**src/rtl/led_pkg.sv**
```systemverilog
// rtl/led_pkg.sv - shared defaults and level type for the LED fader
package led_pkg;

  localparam int NUM_LEDS_DEF = 8;
  localparam int PWM_BITS_DEF = 8;

  typedef logic [PWM_BITS_DEF-1:0] level_t;

endpackage

```
**src/rtl/led_fader_channel.sv**
```systemverilog
// rtl/led_fader_channel.sv - one LED channel: brightness level, saturating decay, optional gamma (LED_FADER_GAMMA_EN), PWM compare
module led_fader_channel
  import led_pkg::*;
#(
  parameter int PWM_BITS   = PWM_BITS_DEF,
  parameter int DECAY_STEP = 16
) (
  input  logic                clk,
  input  logic                rst_n,
  input  logic                tick,
  input  logic [PWM_BITS-1:0] pwm_cnt,
  input  logic                led_in,
  output logic                led_out
);

  localparam logic [PWM_BITS-1:0] LEVEL_MAX = {PWM_BITS{1'b1}};
  localparam logic [PWM_BITS-1:0] STEP      = PWM_BITS'(DECAY_STEP);

  logic [PWM_BITS-1:0] level;
  logic [PWM_BITS-1:0] level_nxt;
  logic [PWM_BITS-1:0] eff;

  // Load wins over decay; decay floors at zero instead of wrapping.
  always_comb begin
    level_nxt = level;
    if (led_in) begin
      level_nxt = LEVEL_MAX;
    end else if (tick) begin
      level_nxt = (level > STEP) ? (level - STEP) : '0;
    end
  end

`ifdef LED_FADER_GAMMA_EN
  logic [2*PWM_BITS-1:0] level_sq;
  assign level_sq = {{PWM_BITS{1'b0}}, level} * {{PWM_BITS{1'b0}}, level};
  assign eff      = level_sq[2*PWM_BITS-1:PWM_BITS];
`else
  assign eff = level;
`endif

  // Level register and registered PWM output, both built from pre-edge values.
  always_ff @(posedge clk or negedge rst_n) begin
    if (!rst_n) begin
      level   <= '0;
      led_out <= 1'b0;
    end else begin
      level   <= level_nxt;
      led_out <= led_in | (eff > pwm_cnt);
    end
  end

endmodule

```
**src/rtl/led_fader.sv**
```systemverilog
// rtl/led_fader.sv - multi-channel LED fader with shared PWM counter and decay prescaler; gamma curve via LED_FADER_GAMMA_EN
module led_fader
  import led_pkg::*;
#(
  parameter int NUM_LEDS   = NUM_LEDS_DEF,
  parameter int PWM_BITS   = PWM_BITS_DEF,
  parameter int DECAY_DIV  = 65536,
  parameter int DECAY_STEP = 16
) (
  input  logic                clk,
  input  logic                rst_n,
  input  logic [NUM_LEDS-1:0] leds_in,
  output logic [NUM_LEDS-1:0] leds_out
);

  // A one-bit prescaler still works for DECAY_DIV=1: it sits at 0 == DIV_MAX.
  localparam int               DIV_W   = (DECAY_DIV > 1) ? $clog2(DECAY_DIV) : 1;
  localparam logic [DIV_W-1:0] DIV_MAX = DIV_W'(DECAY_DIV - 1);

  logic [PWM_BITS-1:0] pwm_cnt;
  logic [DIV_W-1:0]    presc;
  logic                tick;

  assign tick = (presc == DIV_MAX);

  // Free-running PWM ramp shared by every channel.
  always_ff @(posedge clk or negedge rst_n) begin
    if (!rst_n) begin
      pwm_cnt <= '0;
    end else begin
      pwm_cnt <= pwm_cnt + 1'b1;
    end
  end

  // Prescaler counts 0..DECAY_DIV-1 so the first tick lands DECAY_DIV cycles after reset.
  always_ff @(posedge clk or negedge rst_n) begin
    if (!rst_n) begin
      presc <= '0;
    end else if (tick) begin
      presc <= '0;
    end else begin
      presc <= presc + 1'b1;
    end
  end

  for (genvar i = 0; i < NUM_LEDS; i++) begin : gen_ch
    led_fader_channel #(
      .PWM_BITS  (PWM_BITS),
      .DECAY_STEP(DECAY_STEP)
    ) u_ch (
      .clk    (clk),
      .rst_n  (rst_n),
      .tick   (tick),
      .pwm_cnt(pwm_cnt),
      .led_in (leds_in[i]),
      .led_out(leds_out[i])
    );
  end

endmodule

```
**config.mk**
```make
export PLATFORM = sky130hd
export DESIGN_NAME = led_fader
export DESIGN_NICKNAME = d
export VERILOG_FILES = /design/src/rtl/led_pkg.sv /design/src/rtl/led_fader_channel.sv /design/src/rtl/led_fader.sv
export SDC_FILE = /design/constraint.sdc
export NUM_CORES = 1
export LEC_CHECK = 0
export ABC_AREA = 1
export BUFFER_PORTS_ARGS = -buffer_cell sky130_fd_sc_hd__buf_2
export CAP_MARGIN = 20
export CORE_UTILIZATION = 40
export DETAILED_ROUTE_END_ITERATION = 7
export SLEW_MARGIN = 0
export SYNTH_ARGS = -nofsm -noshare
export SYNTH_HDL_FRONTEND = slang
export SYNTH_HIERARCHICAL = 1
export SYNTH_SLANG_ARGS = --single-unit
```
**constraint.sdc**
```tcl
create_clock -name clk -period 3.1 [get_ports clk]
set_clock_uncertainty 0.05 [all_clocks]
set_input_delay 0.62 -clock clk [delete_from_list [all_inputs] [get_ports clk]]
set_output_delay 0.62 -clock clk [all_outputs]
set_load 0.01 [all_outputs]
```
==> results <==
- The leading register cell type out of synthesis is sky130_fd_sc_hd__dfrtp_1.
- After clock tree synthesis, the flow added hold-fix buffers numbering 0.
- The yosys synthesis warning count is 6.
- The top-level I/O count is 18.
- The design area is between 6000 and 7000 um^2.
- The worst max-slew margin expressed relative to the limit is between 30% and 40%.
- The worst-case IR drop observed on VDD is 0.268 mV.
- The leakage power of the design is roughly 3.0 nW.
- After clock tree synthesis, the clock-pin slew on the worst setup and hold paths is 0.06 ns.
- The number of buffers added for setup after CTS is 0.
- The full die area is approximately 14,000 um^2.
- The post-cts resize count is 0.
- The path class of the tightest hold or removal check is in2async.
- At the pin with the least slew margin, the transition time is between 0.9 and 1 ns.
- The critical path goes through ha_1, nand2_1, nor2_2, nand2_2, nor2_4, nand2_1, inv_1, buf_4, inv_2, nor2_1, inv_1, o22ai_1, inv_1.
- On the critical path the largest part of the delay comes from simple AND/OR/NAND/NOR gates.
- The fraction of layout instances using a drive strength above 1 is between 10% and 20%.
- In this run the worst path has a maximum fanout of 20.
- Detailed routing inserted a total of about 4,500 vias.
- The initial antenna violation count was 1.
- The net count of the finished layout is roughly 860.
- The final weighted congestion of routability-driven global placement is roughly 0.85.
- In this design, the stage delay of the slowest critical-path cell is ~0.42 ns.
- Of the total power, the share spent switching nets is roughly 22%.
- Setup repair after global routing left no endpoint under its margin.
- The CTS H-tree depth is 3.
- The iteration count of the initial detailed-routing pass is 4.
- The power after layout is between 1.5 and 2 mW.
- The worst path setup slack after routing is 0.928 ns.
- Summed over all instances, the cell type with the most area after synthesis is sky130_fd_sc_hd__dfrtp_1.
- The cell sitting at the root of the clock tree is a sky130_fd_sc_hd__clkbuf_16.
- Setup violations remaining at the end of the flow were counted as 0.
- The most common cell type on the critical path is sky130_fd_sc_hd__inv_1.
- For this run, design rule violations remaining after detail routing come to 0.
- STA puts the critical path data arrival time at around 2.3 ns.
- The via count of the first global-routing pass is between 4,000 and 5,000.
- The clock tree from TritonCTS is done.
- The tool flagged a number of max-cap violations equal to 0.
- In the final routed layout, each cell accounts on average for 11.4 um.
- By startpoint and endpoint, the worst setup path is classified as reg2reg.
- TritonCTS created 9 clock buffers.
- Dividing the final minimum period by the clock period gives 70.1%.
- The core outline area is around 13,000 um^2.
- The post-synthesis sequential element count is roughly 70.
- The count of buffers added on input and output ports is 17.
- The height of the chip is 119 um.
- After synthesis, the share of flip-flops with an asynchronous set or reset is between 90% and 100%.
- Among all stages on the critical path, the largest delay is contributed by sky130_fd_sc_hd__dfrtp_1.
- Synthesis produced a netlist with a net count of between 800 and 900.
- The residual overflow from global routing is 0.
- The cell count after synthesis came out at between 700 and 800.
- Together, buffers and inverters on the worst path number 5.
- The end-of-flow core utilization is between 40% and 50%.
- The horizontal die dimension is 119 um.
- The worst setup path is launched from a flop.
- The share of Yosys cell area claimed by the top area cell type is roughly 33%.
- The number of max-slew violations in the final report came to 0.
- The maximum count of clock buffers along a single path is 2.
- The most common cell in the synthesized netlist is sky130_fd_sc_hd__nand2_1.
- The HPWL after detailed placement is 7990 um.
- By count the netlist is led by sky130_fd_sc_hd__nand2_1, sky130_fd_sc_hd__inv_1, sky130_fd_sc_hd__nor2_1.
- After synthesis, the netlist uses 24 different library cells.
- The post-layout minimum cycle time is 2.17 ns.
- In this run the remaining antenna-violating nets after routing total 0.
- The pin count of the biggest net entering global routing is 73.
- Clock tree synthesis found a total of 72 sinks.
- The first global-routing pass estimated between 15,000 and 20,000 um of wire.
- The number of synthesized flops with an enable pin is 0.
- Dividing total power by cell area gives a power density of around 320 nW/um^2.
- The floorplan has 42 rows.
- The final layout contains routed wiring with a total length of about 11,000 um.
- The proportion of synthesized chip area in sequential cells is between 30% and 40%.
- The clock network fraction of design power is roughly half.
- Dividing the synthesized area by the synthesized cell count gives between 7 and 8 um^2.
- The area growth from synthesis to layout is 11.0%.
- The flow ran to the end, and the final reports show no timing, DRC or antenna violations.
- Once placement finished, the instance area stood at between 5000 and 6000 um^2.
- The logic gate share of total power is 1.9%.
- Ranked by total cell area, the synthesized netlist is headed by sky130_fd_sc_hd__dfrtp_1, sky130_fd_sc_hd__ha_1, sky130_fd_sc_hd__nand2_1, sky130_fd_sc_hd__inv_1, sky130_fd_sc_hd__nor2_1.
- The internal portion of the total power is about 1.5 mW.
- The clock latency on the worst-skew pair is ~0.34 ns.
- Static timing analysis puts the maximum clock frequency at roughly 0.46 GHz.
- Once the floorplan was initialized, standard cells occupied 41.1% of the core.
- OpenSTA, run right after detailed placement, puts the worst setup slack at 0.946 ns.
- The worst setup path is captured at a flop.
- After synthesis the cells add up to 5450 um^2.
- Of the total power, registers draw around 48%.
- The number of diodes added for antenna fixing is 0.
- After the first detailed-routing iteration, the DRC count stood at roughly 230.
- After routing, the total negative slack on setup checks comes to 0 ns.
- The hold violation total from the final report is 0.
- The switching power of the nets is about 440 uW.
- The required time at the worst-slack endpoint is roughly 3.3 ns.
- In the global route stage, overall resource usage came out at 17.1%.
- The number of vias per cell after detailed routing is about 4.8.
metal layers:
metal,GRT usage (%),part of all wire [%],vias up
met2,30.1,49,44
li1,-,-,2385
met3,3.86,2.8,9
met4,6.49,1.6,0
met5,0,0,-
met1,20.0,46,2098
layout make-up:
| type | count | area, um^2 |
|---|---|---|
| fill | 1344 | 7200 |
| multi-input combinational | 499 | 3000 |
| sequential | 72 | 1800 |
| inverter | 169 | 644 |
| clock buffer | 11 | 243 |
| tap | 176 | 220 |
| timing repair buffer | 19 | 103 |
| clock inverter | 5 | 32.5 |
power by group through the flow:
stage	Clock [mW]	Sequential (mW)	Combinational, mW
after floorplan	0	0.957	0.00903
after detailed placement	0	0.957	0.0394
after global routing	1.03	0.939	0.0455
after global placement	0	0.957	0.0384
final	0.966	0.940	0.0374
after CTS	1.01	0.940	0.0394
stage by stage:
step	std cells	hold slack (ns)
6_report	951	0.366
5_1_grt	951	0.463
4_1_cts	951	0.418
3_5_place_dp	935	0.420
3_3_place_gp	935	0.408
2_1_floorplan	740	0.274
final timing paths:
kind	from	endpoint	slack [ns]	depth (start not counted)
setup / recovery	presc[0]	gen_ch[3].u_ch/eff[6]	0.93	13
hold / removal	rst_n	gen_ch[7].u_ch/led_out	0.37	1
setup reg to reg	presc[0]	gen_ch[3].u_ch/eff[6]	0.93	13
hold reg to reg	presc[14]	presc[14]	0.43	1
max in group asynchronous	rst_n	gen_ch[6].u_ch/led_out	2.01	1
min in group clk	presc[14]	presc[14]	0.43	1
state kept, by name, indices dropped and copies added, names as in the netlist:
register and count:
gen_ch.u_ch/eff 40, presc 16, gen_ch.u_ch/led_out 8, pwm_cnt 8
cells by family (layout without fill, tap and decap cells):
group	count (synthesis)	in the layout	synth area share, %
xor+xnor	16	16	2.57
compound gates	74	74	8.13
fa+ha+maj	82	82	18.8
simple gates	327	327	25.5
buf+inv	169	204	11.8
flops	72	72	33.1
layout by cell type, fill, tap and decap left out:
cell type,Yosys,routed
sky130_fd_sc_hd__nand3_1,39,39
sky130_fd_sc_hd__nand3b_1,1,1
sky130_fd_sc_hd__clkbuf_16,0,9
sky130_fd_sc_hd__clkinvlp_4,0,3
sky130_fd_sc_hd__xor2_1,11,11
sky130_fd_sc_hd__o21bai_1,1,1
sky130_fd_sc_hd__nand2_2,9,9
sky130_fd_sc_hd__buf_2,0,16
sky130_fd_sc_hd__nand4_4,1,1
sky130_fd_sc_hd__nand2_1,166,166
sky130_fd_sc_hd__a21o_1,8,8
sky130_fd_sc_hd__inv_2,32,32
sky130_fd_sc_hd__clkbuf_1,0,1
sky130_fd_sc_hd__clkbuf_8,0,1
sky130_fd_sc_hd__nor2_4,1,1
sky130_fd_sc_hd__clkinv_2,8,10
sky130_fd_sc_hd__dfrtp_1,72,72
sky130_fd_sc_hd__inv_1,129,129
sky130_fd_sc_hd__a21oi_1,17,17
sky130_fd_sc_hd__nand4_1,10,10
sky130_fd_sc_hd__o21ai_1,16,16
sky130_fd_sc_hd__nor2_1,89,89
sky130_fd_sc_hd__buf_4,0,3
sky130_fd_sc_hd__nor2_2,10,10
sky130_fd_sc_hd__ha_1,82,82
sky130_fd_sc_hd__o21ai_0,8,8
sky130_fd_sc_hd__xnor2_1,5,5
sky130_fd_sc_hd__o211ai_1,16,16
sky130_fd_sc_hd__o22ai_1,8,8
sky130_fd_sc_hd__nor3_4,1,1
(Power assumes the default switching activity.)
